--- src/rtl/mmc_pkg.sv ---
// Shared constants and types for the videocard launch master:
// register map, launch status codes and the launch FSM states.
package mmc_pkg;

    typedef logic [2:0] addr_t;

    localparam addr_t ADDR_START    = 3'd0;
    localparam addr_t ADDR_IRQ      = 3'd1;
    localparam addr_t ADDR_CORE_EN0 = 3'd2;

    typedef enum logic [1:0] {
        ST_OK       = 2'b00,
        ST_TIMEOUT  = 2'b01,
        ST_BAD_MASK = 2'b10
    } status_e;

    typedef enum logic [3:0] {
        S_IDLE,
        S_WR_EN,
        S_WR_START,
        S_HOLD,
        S_POLL_RD,
        S_POLL_WAIT,
        S_GAP,
        S_CLEAR,
        S_DONE
    } state_e;

    function automatic addr_t core_en_addr(input int unsigned idx);
        return ADDR_CORE_EN0 + addr_t'(idx);
    endfunction

endpackage

--- src/rtl/mmc_launch_master_if.sv ---
// Launch handshake plus register-bus signals of the launch master.
// master = launch master side, slave = host/responder side.
interface mmc_launch_master_if
    import mmc_pkg::*;
#(
    parameter int WIDTH    = 8,
    parameter int CORE_NUM = 4
);
    logic                launch_valid;
    logic                launch_ready;
    logic [CORE_NUM-1:0] core_mask;
    logic                done_valid;
    logic [1:0]          done_status;
    logic                busy;
    addr_t               address;
    logic                read;
    logic                write;
    logic [WIDTH-1:0]    data_write;
    logic [WIDTH-1:0]    data_read;

    modport master (
        input  launch_valid, core_mask, data_read,
        output launch_ready, done_valid, done_status, busy,
        output address, read, write, data_write
    );

    modport slave (
        output launch_valid, core_mask, data_read,
        input  launch_ready, done_valid, done_status, busy,
        input  address, read, write, data_write
    );
endinterface

--- src/rtl/mmc_bus_drv.sv ---
// Registered bus driver: turns a one-cycle command into a one-cycle
// strobe, keeps read/write exclusive and zeroes address/data when idle.
module mmc_bus_drv
    import mmc_pkg::*;
#(
    parameter int WIDTH = 8
) (
    input  logic             clk,
    input  logic             reset,
    input  logic             cmd_rd,
    input  logic             cmd_wr,
    input  addr_t            cmd_addr,
    input  logic [WIDTH-1:0] cmd_data,
    output addr_t            address,
    output logic             read,
    output logic             write,
    output logic [WIDTH-1:0] data_write
);
    logic             rd_d, rd_q;
    logic             wr_d, wr_q;
    addr_t            addr_d, addr_q;
    logic [WIDTH-1:0] data_d, data_q;

    // A write command wins over a simultaneous read command.
    always_comb begin
        wr_d   = cmd_wr;
        rd_d   = cmd_rd && !cmd_wr;
        addr_d = (rd_d || wr_d) ? cmd_addr : '0;
        data_d = wr_d ? cmd_data : '0;
    end

    always_ff @(posedge clk or posedge reset) begin
        if (reset) begin
            rd_q   <= 1'b0;
            wr_q   <= 1'b0;
            addr_q <= '0;
            data_q <= '0;
        end else begin
            rd_q   <= rd_d;
            wr_q   <= wr_d;
            addr_q <= addr_d;
            data_q <= data_d;
        end
    end

    assign read       = rd_q;
    assign write      = wr_q;
    assign address    = addr_q;
    assign data_write = data_q;

endmodule

--- src/rtl/mmc_launch_master.sv ---
// Launch master: programs core enables, writes START, polls the
// completion latch with a timeout, clears it and reports a status.
module mmc_launch_master
    import mmc_pkg::*;
#(
    parameter int WIDTH      = 8,
    parameter int CORE_NUM   = 4,
    parameter int START_HOLD = 20,
    parameter int POLL_GAP   = 4,
    parameter int TIMEOUT    = 4096
) (
    input logic                 clk,
    input logic                 reset,
    mmc_launch_master_if.master bus
);
    localparam int IDXW = (CORE_NUM > 1) ? $clog2(CORE_NUM) : 1;
    localparam int TMOW = $clog2(TIMEOUT) + 1;

    localparam logic [IDXW-1:0] IDX_LAST  = IDXW'(CORE_NUM - 1);
    localparam logic [7:0]      HOLD_LAST = 8'((START_HOLD > 0) ? START_HOLD - 1 : 0);
    localparam logic [7:0]      GAP_LAST  = 8'((POLL_GAP > 0) ? POLL_GAP - 1 : 0);
    localparam logic [TMOW-1:0] TMO_HIT   = TMOW'(TIMEOUT - 1);
    localparam logic [TMOW-1:0] TMO_OVER  = TMOW'(TIMEOUT);
    localparam logic [TMOW-1:0] TMO_MAX   = '1;

    state_e              state_q, state_d;
    logic [IDXW-1:0]     idx_q, idx_d;
    logic [CORE_NUM-1:0] mask_q, mask_d;
    logic [7:0]          hold_cnt_q, hold_cnt_d;
    logic [7:0]          gap_cnt_q, gap_cnt_d;
    logic [TMOW-1:0]     tmo_cnt_q, tmo_cnt_d;
    status_e             status_q, status_d;

    logic                tmo_hit;
    logic                tmo_over;
    logic [TMOW-1:0]     tmo_inc;
    logic                irq_set;

    logic                cmd_rd;
    logic                cmd_wr;
    addr_t               cmd_addr;
    logic [WIDTH-1:0]    cmd_data;

    always_ff @(posedge clk or posedge reset) begin
        if (reset) begin
            state_q    <= S_IDLE;
            idx_q      <= '0;
            mask_q     <= '0;
            hold_cnt_q <= '0;
            gap_cnt_q  <= '0;
            tmo_cnt_q  <= '0;
            status_q   <= ST_OK;
        end else begin
            state_q    <= state_d;
            idx_q      <= idx_d;
            mask_q     <= mask_d;
            hold_cnt_q <= hold_cnt_d;
            gap_cnt_q  <= gap_cnt_d;
            tmo_cnt_q  <= tmo_cnt_d;
            status_q   <= status_d;
        end
    end

    // tmo_over means the limit was already reached during the poll read.
    always_comb begin
        tmo_hit  = tmo_cnt_q >= TMO_HIT;
        tmo_over = tmo_cnt_q >= TMO_OVER;
        tmo_inc  = (tmo_cnt_q == TMO_MAX) ? tmo_cnt_q : tmo_cnt_q + 1'b1;
        irq_set  = |bus.data_read;
    end

    always_comb begin
        state_d    = state_q;
        idx_d      = idx_q;
        mask_d     = mask_q;
        hold_cnt_d = hold_cnt_q;
        gap_cnt_d  = gap_cnt_q;
        tmo_cnt_d  = tmo_cnt_q;
        status_d   = status_q;
        unique case (state_q)
            S_IDLE: begin
                if (bus.launch_valid) begin
                    mask_d = bus.core_mask;
                    idx_d  = '0;
                    if (bus.core_mask == '0) begin
                        state_d  = S_DONE;
                        status_d = ST_BAD_MASK;
                    end else begin
                        state_d  = S_WR_EN;
                        status_d = ST_OK;
                    end
                end
            end
            S_WR_EN: begin
                if (idx_q == IDX_LAST) begin
                    state_d = S_WR_START;
                end else begin
                    idx_d = idx_q + 1'b1;
                end
            end
            S_WR_START: begin
                tmo_cnt_d  = '0;
                hold_cnt_d = '0;
                state_d    = S_HOLD;
            end
            S_HOLD: begin
                tmo_cnt_d = tmo_inc;
                if (tmo_hit) begin
                    state_d  = S_CLEAR;
                    status_d = ST_TIMEOUT;
                end else if (hold_cnt_q >= HOLD_LAST) begin
                    state_d = S_POLL_RD;
                end else begin
                    hold_cnt_d = hold_cnt_q + 8'd1;
                end
            end
            S_POLL_RD: begin
                tmo_cnt_d = tmo_inc;
                state_d   = S_POLL_WAIT;
            end
            S_POLL_WAIT: begin
                tmo_cnt_d = tmo_inc;
                if (irq_set) begin
                    state_d  = S_CLEAR;
                    status_d = ST_OK;
                end else if (tmo_over) begin
                    state_d  = S_CLEAR;
                    status_d = ST_TIMEOUT;
                end else if (POLL_GAP == 0) begin
                    state_d = S_POLL_RD;
                end else begin
                    state_d   = S_GAP;
                    gap_cnt_d = '0;
                end
            end
            S_GAP: begin
                tmo_cnt_d = tmo_inc;
                if (tmo_hit) begin
                    state_d  = S_CLEAR;
                    status_d = ST_TIMEOUT;
                end else if (gap_cnt_q >= GAP_LAST) begin
                    state_d = S_POLL_RD;
                end else begin
                    gap_cnt_d = gap_cnt_q + 8'd1;
                end
            end
            S_CLEAR: state_d = S_DONE;
            S_DONE:  state_d = S_IDLE;
            default: state_d = S_IDLE;
        endcase
    end

    // Commands follow the next state so the registered strobe lines up
    // with the state that owns it.
    always_comb begin
        cmd_rd   = 1'b0;
        cmd_wr   = 1'b0;
        cmd_addr = '0;
        cmd_data = '0;
        case (state_d)
            S_WR_EN: begin
                cmd_wr   = 1'b1;
                cmd_addr = core_en_addr(32'(idx_d));
                cmd_data = WIDTH'(mask_d[idx_d]);
            end
            S_WR_START: begin
                cmd_wr   = 1'b1;
                cmd_addr = ADDR_START;
                cmd_data = WIDTH'(1);
            end
            S_POLL_RD: begin
                cmd_rd   = 1'b1;
                cmd_addr = ADDR_IRQ;
            end
            S_CLEAR: begin
                cmd_wr   = 1'b1;
                cmd_addr = ADDR_IRQ;
            end
            default: ;
        endcase
        bus.launch_ready = state_q == S_IDLE;
        bus.busy         = state_q != S_IDLE;
        bus.done_valid   = state_q == S_DONE;
        bus.done_status  = status_q;
    end

    mmc_bus_drv #(
        .WIDTH(WIDTH)
    ) u_bus_drv (
        .clk       (clk),
        .reset     (reset),
        .cmd_rd    (cmd_rd),
        .cmd_wr    (cmd_wr),
        .cmd_addr  (cmd_addr),
        .cmd_data  (cmd_data),
        .address   (bus.address),
        .read      (bus.read),
        .write     (bus.write),
        .data_write(bus.data_write)
    );

endmodule

--- src/flat_wrapper.sv ---
// flat-port wrapper written by rule: the top's interface ports become plain ports
module mmc_launch_master_flat import mmc_pkg::*;
#(
    parameter int WIDTH      = 8,
    parameter int CORE_NUM   = 4,
    parameter int START_HOLD = 20,
    parameter int POLL_GAP   = 4,
    parameter int TIMEOUT    = 4096
)
  (clk, reset, bus_launch_valid, bus_core_mask, bus_data_read, bus_launch_ready, bus_done_valid, bus_done_status, bus_busy, bus_address, bus_read, bus_write, bus_data_write);
  mmc_launch_master_if #(.WIDTH(WIDTH), .CORE_NUM(CORE_NUM)) bus_i ();
  input logic clk;
  input logic reset;
  input wire logic [$bits(bus_i.launch_valid)-1:0] bus_launch_valid;
  input wire logic [$bits(bus_i.core_mask)-1:0] bus_core_mask;
  input wire logic [$bits(bus_i.data_read)-1:0] bus_data_read;
  output wire logic [$bits(bus_i.launch_ready)-1:0] bus_launch_ready;
  output wire logic [$bits(bus_i.done_valid)-1:0] bus_done_valid;
  output wire logic [$bits(bus_i.done_status)-1:0] bus_done_status;
  output wire logic [$bits(bus_i.busy)-1:0] bus_busy;
  output wire logic [$bits(bus_i.address)-1:0] bus_address;
  output wire logic [$bits(bus_i.read)-1:0] bus_read;
  output wire logic [$bits(bus_i.write)-1:0] bus_write;
  output wire logic [$bits(bus_i.data_write)-1:0] bus_data_write;
  assign bus_i.launch_valid = bus_launch_valid;
  assign bus_i.core_mask = bus_core_mask;
  assign bus_i.data_read = bus_data_read;
  assign bus_launch_ready = bus_i.launch_ready;
  assign bus_done_valid = bus_i.done_valid;
  assign bus_done_status = bus_i.done_status;
  assign bus_busy = bus_i.busy;
  assign bus_address = bus_i.address;
  assign bus_read = bus_i.read;
  assign bus_write = bus_i.write;
  assign bus_data_write = bus_i.data_write;
  mmc_launch_master #(.WIDTH(WIDTH), .CORE_NUM(CORE_NUM), .START_HOLD(START_HOLD), .POLL_GAP(POLL_GAP), .TIMEOUT(TIMEOUT)) u_core (.clk(clk), .reset(reset), .bus(bus_i));
endmodule
--- config.mk ---
export PLATFORM = sky130hd
export DESIGN_NAME = mmc_launch_master_flat
export DESIGN_NICKNAME = d
export VERILOG_FILES = /design/src/rtl/mmc_pkg.sv /design/src/rtl/mmc_launch_master_if.sv /design/src/rtl/mmc_bus_drv.sv /design/src/rtl/mmc_launch_master.sv /design/src/flat_wrapper.sv
export SDC_FILE = /design/constraint.sdc
export NUM_CORES = 1
export LEC_CHECK = 0
export CAP_MARGIN = 10
export CORE_AREA = 2 2 74 76
export DETAILED_ROUTE_END_ITERATION = 10
export DIE_AREA = 0 0 76 78
export DONT_BUFFER_PORTS = 1
export PLACE_DENSITY = 0.77
export SLEW_MARGIN = 20
export SYNTH_ARGS = -nofsm -noshare
export SYNTH_HDL_FRONTEND = slang
export SYNTH_HIERARCHICAL = 1
export SYNTH_SLANG_ARGS = --single-unit
--- constraint.sdc ---
create_clock -name clk -period 2.55 [get_ports clk]
set_clock_uncertainty 0.15 [all_clocks]
set_input_delay 0.51 -clock clk [delete_from_list [all_inputs] [get_ports clk]]
set_output_delay 0.51 -clock clk [all_outputs]
set_load 0.01 [all_outputs]
==> results of run 1 <==
cells in the final DEF (no fill, tap or decap), drive strengths merged, types with 5 or more instances in the layout:
master / count
nand3: 10
mux2: 6
and2: 13
a21oi: 12
dfrtp: 54
or4: 5
nor4: 11
xnor2: 7
o21ai: 6
nor3: 6
conb: 7
clkbuf: 6
nor2: 17
inv: 18
nand2: 18
or3: 6
buf: 18
nor2b: 6
worst min-delay path by stage:
stage / slack (ns) / endpoint / startpoint
finish: 0.06 / u_core/hold_cnt_q[7] / reset
global route: 0.12 / u_core/hold_cnt_q[6] / reset
CTS: 0.08 / u_core/tmo_cnt_q[1] / reset
detailed placement: 0.29 / u_core/u_bus_drv/data_write[1] / reset
global placement: 0.27 / u_core/u_bus_drv/data_write[1] / reset
floorplan: 0.24 / u_core/u_bus_drv/address[0] / reset
kinds of logic (layout without fill, tap and decap cells):
| group | Yosys count | count (layout) | share of synthesized area [%] |
|---|---|---|---|
| other | 1 | 7 | 0.136 |
| and+or+nand+nor | 111 | 111 | 24.4 |
| xor gates and xnor gates | 9 | 9 | 2.86 |
| buffers and inverters | 27 | 45 | 4.13 |
| AOI/OAI and AO/OA | 52 | 52 | 14.5 |
| DFF | 54 | 54 | 49.0 |
| muxes | 8 | 8 | 3.18 |
| adders and majority gates | 4 | 4 | 1.81 |
Yosys cell counts (2+ instances only):
cell type  count  area share [%]
o31a_1         2            0.64
nor2_1        17             2.3
clkbuf_1       4            0.54
xor2_1         2            0.64
a21o_1         3            0.82
a221o_1        2            0.73
a211oi_1       2            0.54
nor4b_1        3            0.95
mux2_2         6             2.4
nand4_1        3            0.68
mux2i_1        2            0.73
and3_1         3            0.68
a21oi_1       12             2.2
dfrtp_1       54              49
o21a_1         3            0.82
ha_1           4             1.8
xnor2_1        7             2.2
nand2_1       18             2.4
and4bb_2       2            0.91
or3_1          6             1.4
nor3_1         6             1.1
and2_2         4             1.1
buf_2          4            0.73
and2_1         8             1.8
nor2b_1        6             1.4
nand3_1       10             1.8
o21ai_0        6             1.1
or4_1          5             1.4
nor4_1         9             2.0
o2111ai_1      2            0.64
o31ai_1        4             1.1
inv_1         17             2.3
sequential cells by signal (all words and copies together), names as in the netlist:
signal                       flops
u_core/u_bus_drv/write           1
u_core/hold_cnt_q                8
u_core/gap_cnt_q                 8
u_core/bus.done_status           2
u_core/u_bus_drv/read            1
u_core/tmo_cnt_q                13
u_core/u_bus_drv/address         3
u_core/u_bus_drv/data_write      8
u_core/state_q                   4
u_core/idx_q                     2
u_core/mask_q                    4
layer usage:
layer / routed length [um] / track usage (%) / vias to the layer above / part of all wire, %
li1: - / - / 997 / -
met1: 2500 / 26.2 / 986 / 46
met2: 2540 / 32.2 / 46 / 47
met3: 256 / 6.16 / 7 / 4.8
met4: 80 / 5.64 / 0 / 1.5
met5: 0 / 0 / - / 0
where the power goes:
group	internal, uW	switching (uW)
Clock	418	276
Combinational	522	580
Sequential	1070	217
Total	2010	1070
metrics by stage:
stage | power [uW] | cells
after floorplan | 2090 | 272
after global placement | 2360 | 351
after detailed placement | 2390 | 351
after CTS | 3100 | 360
after global routing | 3300 | 360
final | 3080 | 360
area by class of cell:
type / count / share of cell area (%)
tap: 70 / 2.81
clock inverter: 2 / 1.92
inverter: 18 / 2.17
multi-input combinational: 191 / 42.5
sequential: 54 / 43.3
clock buffer: 6 / 2.65
timing repair buffer: 19 / 4.65
what timing repair did:
item | in CTS | in global routing
setup endpoints to repair | 0 | 6
resized for setup | 0 | 2
hold buffers | 1 | 0
endpoints found under the hold margin | 13 | 0
worst register-to-register path: stages, from the launching register on:
cell and delay [ns]:
dfrtp_1 0.50, and4bb_2 0.32, or2_2 0.33, a21boi_1 0.23, o21ai_0 0.12, a221o_1 0.41
o21a_1 0.21
==> summary.md, run 1 <==
| Metric | Value |
|---|---|
| Vias in the first global route | `roughly 2,000` |
| Max Clock Freq | `421 MHz` |
| Syn Area/Cell | `10.4 um^2` |
| Layout cells sized above 1 | `between 10% and 20%` |
| Total track usage | `20.0%` |
| Mapped Cells | `266` |
| RSZ-0062 raised after global routing | `no` |
| Worst Hold Class | `input port to asynchronous set/reset pin` |
| Number of DRC markers in iteration 0 | `between 100 and 150` |
| Setup violators final | `0` |
| Worst-Skew Late Latency | `0.31 ns` |
| Grt total ovfl | `0` |
| H-Tree Depth | `2` |
| Setup Crit Path Kind | `register to register` |
| Async set-reset flop share out of synthesis | `100%` |
| Tcrit/Tclk final | `93.1%` |
| Area occupied by multi-input gates | `1330 um^2` |
| Clk slew on worst S/H paths | `around 0.090 ns` |
| Initial antenna violation count | `0` |
| Die height | `78 um` |
| Die Footprint | `5930 um^2` |
| Setup WS pre-CTS | `0.0643 ns` |
| Req. time, crit path | `2.61 ns` |
| Crit path capture | `u_core/u_bus_drv/address[1]` |
| Top FF cell, synth | `dfrtp_1` |
| Largest net degree at the start of global routing | `42` |
| Area grow syn2layout | `13.2%` |
| Seq/Total Area, Yosys | `49.0%` |
| Register area | `around 1400 um^2` |
| Critical Path Start | `u_core/state_q[1]` |
| Final WL | `5.38 mm` |
| LEAKAGE | `about 0.0014 uW` |
| Via count | `2,036` |
| Setup tns final | `0 ns` |
| Min Hold Slack | `between 0.06 and 0.07 ns` |
| Total iterations of the first detailed-routing run | `4` |
| Worst path arrival time | `~2.4 ns` |
| Fill cells | `420` |
| Fin util | `61.9%` |
| Critical Path End Type | `register` |
| Port bufs | `0` |
| Synth Warn # | `6` |
| Design Area, Final | `3120 um^2` |
| FF-to-FF setup slack | `0.18 ns` |
| Slowest CP cell | `dfrtp_1` |
| Worst flop-to-flop path endpoint | `u_core/u_bus_drv/address[1]` |
| PwrDens | `987 nW/um^2` |
| Nets | `308` |
| Starting Density | `54.7%` |
| Max-Cap Viols | `0` |
| Register bit total from synthesis | `54` |
| Post-CTS setup buffer count | `0` |
| Status | `finished, final reports clean` |
| Ant. Diodes | `0` |
| Clk root buf | `clkbuf_8` |
| Stages on worst setup path | `6` |
| TritonCTS clock tree | `yes` |
| Max-slew violations | `0` |
| Vias per cell | `5.66` |
| RR Startpoint | `u_core/state_q[1]` |
| Reg2Reg Depth | `6` |
| Slew headroom | `60.1%` |
| Final worst slack | `0.175 ns` |
| Routed len/inst | `14.9 um` |
| Area after DPL | `2960 um^2` |
| Worst Path Max Fanout | `9` |
| Rows | `26` |
| Post-route ant nets | `0` |
| I/O pins | `33` |
| EDFF count, synth | `0` |
| Netlist Area Pre-Place | `2760 um^2` |
| Final hold violation count | `0` |
| Worst-Margin Slew | `approximately 0.6 ns` |
| Fin crit period | `2.37 ns` |
| Crit-path cells | `and4bb_2 -> or2_2 -> a21boi_1 -> o21ai_0 -> a221o_1 -> o21a_1` |
| Clock buffer depth | `2` |
| Worst path top cell family by delay | `compound AO/OA/AOI/OAI gates` |
| Synth cell types | `62` |
| Worst VDD drop | `between 0.7 and 0.8 mV` |
| Critical path buffers and inverters | `0` |
| Final HPWL DP | `3.91 mm` |
| Final GP Congestion | `0.855` |
| Core Area | `5040 um^2` |
| Clk sinks | `54` |
| Global-route wire length before repair | `9.40 mm` |
| DIE WIDTH | `between 70 and 80 um` |
| Critical Path Start Type | `register` |
| CP max stage delay | `0.50 ns` |
| Residual DRC | `0` |
| TritonCTS Buffers | `5` |
No activity file was read; power rests on OpenSTA's default activity.
==> inputs of run 2 (changes only) <==
- SETUP_SLACK_MARGIN: default -> 0.2
==> summary.md, run 2 (synthesis results as in run 1) <==
| Metric | Value |
|---|---|
| Setup violators final | `0 (unchanged)` |
| Via count | `2,110 (was 2,036)` |
| Final GP Congestion | `0.826 (was 0.855)` |
| Final WL | `5.80 mm (was 5.38 mm)` |
| Starting Density | `54.7% (unchanged)` |
| CP max stage delay | `0.48 ns (was 0.50 ns)` |
| Core Area | `5040 um^2 (unchanged)` |
| Area occupied by multi-input gates | `1390 um^2 (was 1330 um^2)` |
| DIE WIDTH | `76 um (unchanged)` |
| Worst VDD drop | `0.749 mV (was 0.793 mV)` |
| Total iterations of the first detailed-routing run | `4 (unchanged)` |
| Max-Cap Viols | `0 (unchanged)` |
| Slew headroom | `61.9% (was 60.1%)` |
| Req. time, crit path | `2.62 ns (was 2.61 ns)` |
| Critical Path Start | `u_core/state_q[0] (was u_core/state_q[1])` |
| Leading cell type in the layout, fill and taps excluded | `dfrtp_1 (unchanged)` |
| Area after DPL | `2990 um^2 (was 2960 um^2)` |
| Stages on worst setup path | `8 (was 6)` |
| Rows | `26 (unchanged)` |
| Final hold violation count | `0 (unchanged)` |
| Max-slew violations | `0 (unchanged)` |
| Fin util | `64.5% (was 61.9%)` |
| RSZ-0062 raised after global routing | `no (unchanged)` |
| Reg2Reg Depth | `8 (was 6)` |
| Worst Path Max Fanout | `9 (unchanged)` |
| Residual DRC | `0 (unchanged)` |
| Die height | `78 um (unchanged)` |
| Worst path arrival time | `2.35 ns (was 2.43 ns)` |
| Grt total ovfl | `0 (unchanged)` |
| Global-route wire length before repair | `9.51 mm (was 9.40 mm)` |
| Register area | `1360 um^2 (was 1350 um^2)` |
| TritonCTS clock tree | `yes (unchanged)` |
| RR Startpoint | `u_core/state_q[0] (was u_core/state_q[1])` |
| Worst path top cell family by delay | `compound AO/OA/AOI/OAI gates (unchanged)` |
| Design Area, Final | `3250 um^2 (was 3120 um^2)` |
| Fill cells | `385 (was 420)` |
| Routed len/inst | `15.7 um (was 14.9 um)` |
| Area grow syn2layout | `18.0% (was 13.2%)` |
| LEAKAGE | `0.00148 uW (was 0.00145 uW)` |
| Post-route ant nets | `0 (unchanged)` |
| Nets | `318 (was 308)` |
| Setup tns final | `0 ns (unchanged)` |
| Total track usage | `20.1% (was 20.0%)` |
| Number of DRC markers in iteration 0 | `162 (was 144)` |
| Clk root buf | `clkbuf_8 (unchanged)` |
| Slowest CP cell | `dfrtp_2 (was dfrtp_1)` |
| Layout cells sized above 1 | `24.3% (was 17.9%)` |
| FF-to-FF setup slack | `0.26 ns (was 0.18 ns)` |
| Max FFs per register | `13 (unchanged)` |
| Post-Layout Cell Count | `370 (was 360)` |
| Clk sinks | `54 (unchanged)` |
| Vias per cell | `5.70 (was 5.66)` |
| Commonest non-fill, non-tap cells in the layout | `dfrtp_1, buf_4, nand2_1 (unchanged)` |
| Final HPWL DP | `3.98 mm (was 3.91 mm)` |
| H-Tree Depth | `2 (unchanged)` |
| Setup Crit Path Kind | `register to register (unchanged)` |
| Placed insts | `351 (unchanged)` |
| Critical Path Start Type | `register (unchanged)` |
| Crit path capture | `u_core/u_bus_drv/read (was u_core/u_bus_drv/address[1])` |
| Crit-path cells | `buf_4 -> nor4_4 -> buf_6 -> a32oi_4 -> o31a_1 -> o21ai_1 -> a221o_1 -> and2b_2 (was and4bb_2 -> or2_2 -> a21boi_1 -> o21ai_0 -> a221o_1 -> o21a_1)` |
| Status | `finished, final reports clean (unchanged)` |
| Critical Path End Type | `register (unchanged)` |
| Biggest register | `u_core/tmo_cnt_q (unchanged)` |
| Largest net degree at the start of global routing | `42 (unchanged)` |
| Die Footprint | `5930 um^2 (unchanged)` |
| Pwr Total | `3140 uW (was 3080 uW)` |
| Ant. Diodes | `0 (unchanged)` |
| TritonCTS Buffers | `5 (unchanged)` |
| Tcrit/Tclk final | `89.8% (was 93.1%)` |
| Worst Hold Class | `input port to asynchronous set/reset pin (unchanged)` |
| Critical path buffers and inverters | `2 (was 0)` |
| Worst-Margin Slew | `0.566 ns (was 0.593 ns)` |
| Worst-Skew Late Latency | `0.32 ns (was 0.31 ns)` |
| Worst flop-to-flop path endpoint | `u_core/u_bus_drv/read (was u_core/u_bus_drv/address[1])` |
| Max Clock Freq | `437 MHz (was 421 MHz)` |
| I/O pins | `33 (unchanged)` |
| PwrDens | `965 nW/um^2 (was 987 nW/um^2)` |
| Fin crit period | `2.29 ns (was 2.37 ns)` |
| Port bufs | `0 (unchanged)` |
| Vias in the first global route | `2,033 (was 2,000)` |
| Clock buffer depth | `2 (unchanged)` |
| Initial antenna violation count | `0 (unchanged)` |
| Clk slew on worst S/H paths | `0.10 ns (was 0.09 ns)` |
==> run 2: cell count changes in the layout (fill, tap and decap cells not counted), moves of 2 or more <==
cell / change
buf_4: +7
buf_6: +2
clkinvlp_4: +2
dfrtp_1: -4
dfrtp_2: +4
ha_1: -2
ha_2: +2
==> run 2: stage by stage <==
stage	hold slack, ns	setup slack, ns
after floorplan	0.237	0.108
after global placement	0.280	0.173
after detailed placement	0.302	0.137
after CTS	0.0750	0.218
after global routing	0.108	0.183
final	0.0394	0.261
==> run 2: how the worst min path moves through the flow <==
stage,end,slack (ns),cells past startpoint
floorplan,u_core/u_bus_drv/address[0],0.24,1
global placement,u_core/u_bus_drv/data_write[1],0.28,1
detailed placement,u_core/u_bus_drv/data_write[7],0.30,1
CTS,u_core/state_q[1],0.07,2
global route,u_core/hold_cnt_q[2],0.11,2
finish,u_core/hold_cnt_q[2],0.04,2
==> run 2: routing by layer <==
layer  track usage [%]  wire length, um  vias up
li1                  -                -     1020
met1              25.9             2590     1032
met3              5.81              260       10
met4              6.36               97        0
met5                 0                0        -
met2              33.1             2860       48
==> run 2: what timing repair did <==
action | in CTS | in global routing
resized for setup | 2 | 17
endpoints found under the hold margin | 13 | 0
pin swaps | 0 | 5
buffers inserted | 0 | 10
hold buffers | 1 | 0
endpoints found under the setup margin | 3 | 7
==> run 2: worst register-to-register path, delay by kind of cell, from the launching register on <==
family                 cells  cell delay [ns]
DFF                        1             0.48
and+or+nand+nor            2             0.53
AOI/OAI and AO/OA          4             0.68
buffers and inverters      2             0.34
==> run 2: final cells by class <==
class | count | share of cell area, %
multi-input combinational | 191 | 42.8
sequential | 54 | 41.7
timing repair buffer | 29 | 7.23
inverter | 18 | 2.08
clock buffer | 5 | 2.11
clock inverter | 3 | 1.38
tap | 70 | 2.69
==> run 2: power by group <==
part	internal [uW]	switching, uW
combinational	614	646
clock	292	303
sequential	1070	212
